[src/rtl/argmax_frame_sequencer.sv]
// Frames a signed sample stream into argmax jobs and returns {argmax, max} per frame.
// Optional abort port and frame cancellation are enabled by defining ARGMAX_ABORT_EN.
`timescale 1ns/1ps

module argmax_frame_sequencer #(
  parameter int WIDTH        = 4,
  parameter int ARGMAX_WIDTH = 5
) (
  input  logic                    clk,
  input  logic                    rst,
  input  logic                    start,
  input  logic [ARGMAX_WIDTH-1:0] len_m1,
  output logic                    busy,
  input  logic                    in_valid,
  output logic                    in_ready,
  input  logic [WIDTH-1:0]        in_data,
  output logic                    out_valid,
  input  logic                    out_ready,
  output logic [ARGMAX_WIDTH-1:0] out_argmax,
  output logic [WIDTH-1:0]        out_max
`ifdef ARGMAX_ABORT_EN
  ,
  input  logic                    abort
`endif
);

  typedef enum logic [1:0] {IDLE, ACCUM, DONE} state_t;

  state_t                   state, state_nxt;
  logic [ARGMAX_WIDTH-1:0]  len_q;
  logic [ARGMAX_WIDTH-1:0]  idx;
  logic [ARGMAX_WIDTH-1:0]  run_arg, arg_nxt;
  logic signed [WIDTH-1:0]  run_max, max_nxt;
  logic                     kill;
  logic                     take;
  logic                     last;
  logic                     new_best;

`ifdef ARGMAX_ABORT_EN
  assign kill = abort && (state != IDLE);
`else
  assign kill = 1'b0;
`endif

  // A cancelled cycle accepts nothing, even though in_ready is still high.
  assign take = (state == ACCUM) && in_valid && !kill;
  assign last = take && (idx == len_q);

  // First sample of a frame always wins; afterwards only a strictly larger one does.
  assign new_best = (idx == '0) || ($signed(in_data) > run_max);
  assign max_nxt  = new_best ? $signed(in_data) : run_max;
  assign arg_nxt  = new_best ? idx : run_arg;

  always_ff @(posedge clk or negedge rst) begin
    if (!rst) state <= IDLE;
    else      state <= state_nxt;
  end

  // NOTE: every output of a combinational block gets a default first, so no path leaves it unassigned and no latch is inferred.
  always_comb begin
    state_nxt = state;
    busy      = (state != IDLE);
    in_ready  = (state == ACCUM);
    out_valid = (state == DONE);
    case (state)
      IDLE:    if (start) state_nxt = ACCUM;
      ACCUM:   if (last) state_nxt = DONE;
      DONE:    if (out_ready) state_nxt = IDLE;
      default: state_nxt = IDLE;
    endcase
    if (kill) state_nxt = IDLE;
  end

  // NOTE: sequential state uses non-blocking assignments so every register samples pre-edge values.
  always_ff @(posedge clk or negedge rst) begin
    if (!rst) begin
      len_q      <= '0;
      idx        <= '0;
      run_arg    <= '0;
      run_max    <= '0;
      out_argmax <= '0;
      out_max    <= '0;
    end else begin
      if (state == IDLE && start) begin
        len_q <= len_m1;
        idx   <= '0;
      end
      // idx wraps only after the final compare, so a full-range frame is safe.
      if (take) begin
        idx     <= idx + 1'b1;
        run_max <= max_nxt;
        run_arg <= arg_nxt;
        if (last) begin
          out_max    <= max_nxt;
          out_argmax <= arg_nxt;
        end
      end
    end
  end

endmodule
[config.mk]
export PLATFORM = sky130hd
export DESIGN_NAME = argmax_frame_sequencer
export DESIGN_NICKNAME = d
export VERILOG_FILES = /design/src/rtl/argmax_frame_sequencer.sv
export SDC_FILE = /design/constraint.sdc
export NUM_CORES = 1
export LEC_CHECK = 0
export BUFFER_PORTS_ARGS = -buffer_cell sky130_fd_sc_hd__buf_2
export CORE_ASPECT_RATIO = 2
export CORE_MARGIN = 10
export CORE_UTILIZATION = 26
export CTS_CLUSTER_DIAMETER = 60
export DETAILED_ROUTE_END_ITERATION = 8
export MAX_ROUTING_LAYER = met4
export PLACE_DENSITY = 0.53
export SETUP_SLACK_MARGIN = 0.3
export SLEW_MARGIN = 10
export SYNTH_ARGS = -nofsm -noshare
export SYNTH_HDL_FRONTEND = slang
export SYNTH_SLANG_ARGS = --single-unit
[constraint.sdc]
create_clock -name clk -period 2.84 [get_ports clk]
set_clock_uncertainty 0.1 [all_clocks]
set_input_delay 0.568 -clock clk [delete_from_list [all_inputs] [get_ports clk]]
set_output_delay 0.568 -clock clk [all_outputs]
set_load 0.1 [all_outputs]
# [Word-level counts from Yosys, hierarchy flattened]
# Index checks and enable logic that the tools add are counted.
[totals] reg_bits=30 elab_cells=33 output_inout_bits=12
[op_classes] n_addsub=1 magnitude_cmp=1 muxes=8 n_eq_ne=6 n_reduce_logical=10
[ops] cell="5-bit 2-to-1 mux" count=3
[ops] cell="2-bit 2-to-1 mux" count=3
[ops] cell="2-bit one-hot mux with 3 select lines" count=1
[ops] cell="5-bit by 1-bit adder with 5-bit output (second input constant)" count=1
[ops] cell="5-bit == test" count=1
[ops] cell="5-bit logical NOT" count=1
[ops] cell="4-bit > comparator" count=1
[ops] cell="4-bit 2-to-1 mux" count=1
[ops] cell="2-bit by 1-bit != test with 1-bit output (second input constant)" count=2
[ops] cell="2-bit nonzero test" count=2
[ops] cell="1-bit logical AND" count=3
[ops] cell="3-bit AND reduction" count=1
[ops] cell="2-bit by 1-bit == test with 1-bit output (second input constant)" count=1
[ops] cell="2-bit == test (second input constant)" count=1
[ops] cell="2-bit logical NOT" count=1
[ops] cell="2-bit != test (second input constant)" count=1
[ops] cell="2-bit AND reduction" count=1
[ops] cell="1-bit logical OR" count=1

# [Logic depth before layout (Yosys ltp)]
[depth] depth_word=5 ltp_mapped=8 ltp_nobuf=7

# [Worst setup path after synthesis]
# No wires, ideal clock.
[synth_timing] kind="register to register" start="reg state[1]" end="reg idx[2]" path_stages_with_launch=6 setup_time_ns=0.083 arrival_ns=2.354 period_less_slack_ns=2.536 required_ns=2.657 slack_ns=0.304 cell_sequence="dfrtp_1 nor2b_1 nand2_1 nor2_1 o21ai_0 o21ai_0"
[synth_between] elab_chain_cells=3 word_cells_on_any_way=6
[synth_lines] item="from (decl)" line="29" text="state_t state, state_nxt;"
[synth_lines] item="from (signal assigned)" line="56" text="else state <= state_nxt;"
[synth_lines] item="2-bit by 1-bit == test with 1-bit output *"
[synth_lines] item="net in_ready" line="15" text="output logic in_ready,"
[synth_lines] item="1-bit logical AND *" line="46" text="assign take = (state == ACCUM) && in_valid && !kill;"
[synth_lines] item="5-bit 2-to-1 mux / 2-bit nonzero test (equally long branches)"
[synth_lines] item="to (signal assigned)" line="90" text="idx <= idx + 1'b1;"
[synth_lines] item="to (decl)" line="31" text="logic [ARGMAX_WIDTH-1:0] idx;"
# The timed path passes the listed nets; every way through them passes the cells marked *.
# A chain may end at the register's enable or synchronous reset.

# [Final worst setup path]
[layout_timing] start="reg state[1]" end="reg out_argmax[1]"
[layout_between] elab_chain_cells=4
[layout_lines] item="2-bit by 1-bit == test with 1-bit output *" line="46"
[layout_lines] item="1-bit logical AND *" line="46"
[layout_lines] item="1-bit logical AND" line="47" text="assign last = take && (idx == len_q);"
[layout_lines] item="2-bit AND reduction (no line) *"
[layout_lines] item="to (signal assigned)" line="95" text="out_argmax <= arg_nxt;"
[layout_lines] item="to (decl)" line="19" text="output logic [ARGMAX_WIDTH-1:0] out_argmax,"
# Every way passes the cells marked *; elsewhere a longest branch is shown, timed or not.

==> impl_metrics.py <==
metrics = {
    "sta": {
        "setup-tns-final_ps": 0,
        "slew_violations": 0,
        "worst_slew_pin_slew_ps": 683,
        "relSlewSlack_pct": 54.5,
        "hold_viol": 0,
        "fin_crit_sh_pct": 75.6,
        "rsz0062_at_grt": "false",
        "setup_viol": 0,
        "timing.fmax_mhz": 466,
        "fin_crit_ps": 2150,
    },
    "logic_synthesis": {
        "synth_cell_types": 31,
        "yosys_warnings": 0,
        "yosys.area.top_type": "dfrtp_1",
        "synthArstFlopShare_pct": 100,
        "yosysTopAreaCellShare_pct": 48.9,
        "mappedNetlistNets": 154,
        "ys_ff_latch": 30,
        "synth-main-ff-cell": "dfrtp_1",
        "netlist_area_mm2": 0.00154,
        "synth.avg_cell_area_um2": 11.5,
        "synthCells": 134,
        "synth_edf_count": 0,
        "synth.area.top_cells": "dfrtp_1 (49%), mux2_4 (7.8%), mux2i_1 (5.9%)",
        "ys_seq_area_share_pct": 48.9,
    },
    "cells_and_area": {
        "syn_to_final_growth_pct": 20.4,
        "utilization_pct": 32.4,
        "multi_input_area_um2": 713,
        "nFillCells": 592,
        "fin_cells": 224,
        "final_common_cell": "dfrtp_1",
        "layout.nets": 182,
        "regArea_um2": 751,
        "drive_above_1_share_pct": 31.3,
        "layout_common_cells": "dfrtp_1 (30), buf_2 (25), o21ai_0 (16)",
        "antenna_cells": 0,
    },
    "drt": {
        "drt_pass1_iterations": 4,
        "ant_nets": 0,
        "wl_per_cell_um": 14.8,
        "wirelength_mm": 3.31,
        "drt_drc_violations_left": 0,
        "dr_total_vias": 1038,
        "viasPerCell": 4.63,
        "drt-initial-drc-count": 19,
    },
    "worst_setup_path": {
        "cp-end-kind": "flop",
        "required_ps": 2860,
        "cpMaxStageDelayCell": "or4_1",
        "path_delay_family": "simple AND/OR/NAND/NOR gates",
        "crit_start": "state[1]",
        "path_cells": "and3b_1 -> nand3_1 -> or4_1 -> nand2_1 -> o21ai_0",
        "worst-path-buf-inv": 0,
        "critPathMaxFanout": 20,
        "cp.arrival_ps": 2170,
        "r2r-start": "state[1]",
        "critical_path_class": "reg2reg",
        "start_kind": "flop",
        "max_stage_delay_ps": 820,
    },
    "floorplanning": {
        "num_rows": 39,
        "die_x_um": 74.4,
        "die_h_um": 129,
        "start_util_pct": 26.9,
        "die_area_mm2": 0.00957,
        "ioPinCount": 26,
        "core_mm2": 0.00571,
    },
    "cts": {
        "cts_sinks": 30,
        "path_clk_slew_ps": 50,
        "ctsResizeCount": 0,
        "cts_setup_buffers": 0,
        "ctsHoldBuffers": 0,
        "cts_buffer_depth": 2,
        "clkLatencyLatePin_ps": 270,
        "cts_buffers": 5,
        "cts-root-buf": "clkbuf_16",
        "htreeDepth": 2,
        "cts_tree": "yes",
    },
    "pwr": {
        "clkPwrFrac_pct": 21.2,
        "p_comb_share_pct": 49.0,
        "totalPowerFinal_mw": 2.45,
        "pwr-share-seq_pct": 29.8,
        "p_leak_nw": 0.949,
        "p_sw_share_pct": 44.2,
        "ir_drop_uv": 612,
        "internal-power_mw": 1.37,
        "netSwitchingPower_mw": 1.08,
        "p_per_area_mw_per_mm2": 1330,
    },
    "min_path": {
        "hp-class": "in2async",
    },
    "run_status": {
        "outcome": "finished clean",
    },
    "placement": {
        "portBuffers": 25,
        "dp_hpwl_mm": 2.58,
        "place_congestion": 0.789,
        "placedCellCount": 216,
    },
    "global_routing": {
        "track_usage_pct": 7.72,
        "gr-total-overflow": 0,
        "grt_max_degree": 31,
        "grt_pass1_wl_mm": 5.53,
        "antenna_found_initial": 0,
        "grt_pass1_vias": 1159,
    },
    "flow_run": {
        "max_cap_violations": 0,
    },
}
[routing by layer]
| layer | vias to the layer above | part of all wire [%] | GRT usage, % | wire [um] |
|---|---|---|---|---|
| met2 | 26 | 56 | 13.5 | 1840 |
| met5 | - | 0 | - | 0 |
| met4 | 0 | 3.3 | 4.33 | 108 |
| met1 | 488 | 37 | 7.21 | 1230 |
| met3 | 9 | 4.0 | 2.16 | 132 |
| li1 | 515 | - | - | - |
[worst reg2reg max path, cell delays in order (launching register included)]
cell,delay (ps)
dfrtp_1,400
and3b_1,340
nand3_1,90
or4_1,820
nand2_1,160
o21ai_0,100
[path summary, 6_finish.rpt]
kind | endpoint | slack [ps] | cells past startpoint
hold reg to reg | out_max[1] | 380 | 2
setup reg to reg | out_argmax[1] | 690 | 5
max in group asynchronous | idx[0] | 1960 | 1
hold / removal | out_argmax[1] | 240 | 1
min in group clk | out_max[1] | 380 | 2
setup / recovery | out_argmax[1] | 690 | 5
[registers in the layout, indices dropped and copies added, names as in the netlist]
| name | cells |
|---|---|
| out_max | 4 |
| state | 2 |
| run_max | 4 |
| out_argmax | 5 |
| len_q | 5 |
| run_arg | 5 |
| idx | 5 |
[cell families (layout without fill, tap and decap cells)]
family,after synthesis,after routing,synth area share [%]
buf+inv,13,42,4.72
fa+ha+maj,6,6,4.89
compound gates,22,22,8.39
flops,30,30,48.9
xor+xnor,6,6,3.42
mux,22,22,17.3
simple gates,35,35,12.4
[per-stage QoR]
stage | setup WS (ps) | hold WS [ps] | cell area [um2]
finish | 693 | 238 | 1850
global route | 430 | 296 | 1850
floorplan | 304 | 172 | 1540
CTS | 661 | 265 | 1850
global placement | 482 | 363 | 1700
detailed placement | 465 | 374 | 1700
[power groups by stage]
stage / logic (mW) / clock network (mW) / registers (mW)
after global routing: 1.29 / 0.552 / 0.761
after detailed placement: 1.22 / 0 / 0.740
final: 1.20 / 0.520 / 0.731
after CTS: 1.22 / 0.533 / 0.736
after global placement: 1.22 / 0 / 0.741
after floorplan: 0.735 / 0 / 1.02
[Yosys cell counts, types with 2 or more instances]
cell / instances
nor2b_1: 2
nand3_1: 2
ha_1: 6
nand4_1: 2
inv_1: 8
nand2b_1: 2
nand2_1: 15
mux2_4: 8
xor2_1: 4
and3b_1: 2
nor2_1: 4
dfrtp_1: 30
xnor2_1: 2
clkbuf_1: 3
mux2_2: 5
mux2i_1: 9
o21ai_0: 16
[final cells by class]
class	instances	share of cell area, %
Sequential cell	30	40.6
Multi-Input combinational cell	91	38.5
Clock buffer	7	7.71
Timing Repair Buffer	26	7.17
Tap cell	61	4.12
Inverter	8	1.62
Clock inverter	1	0.270
No activity file was read; power rests on OpenSTA's default activity.
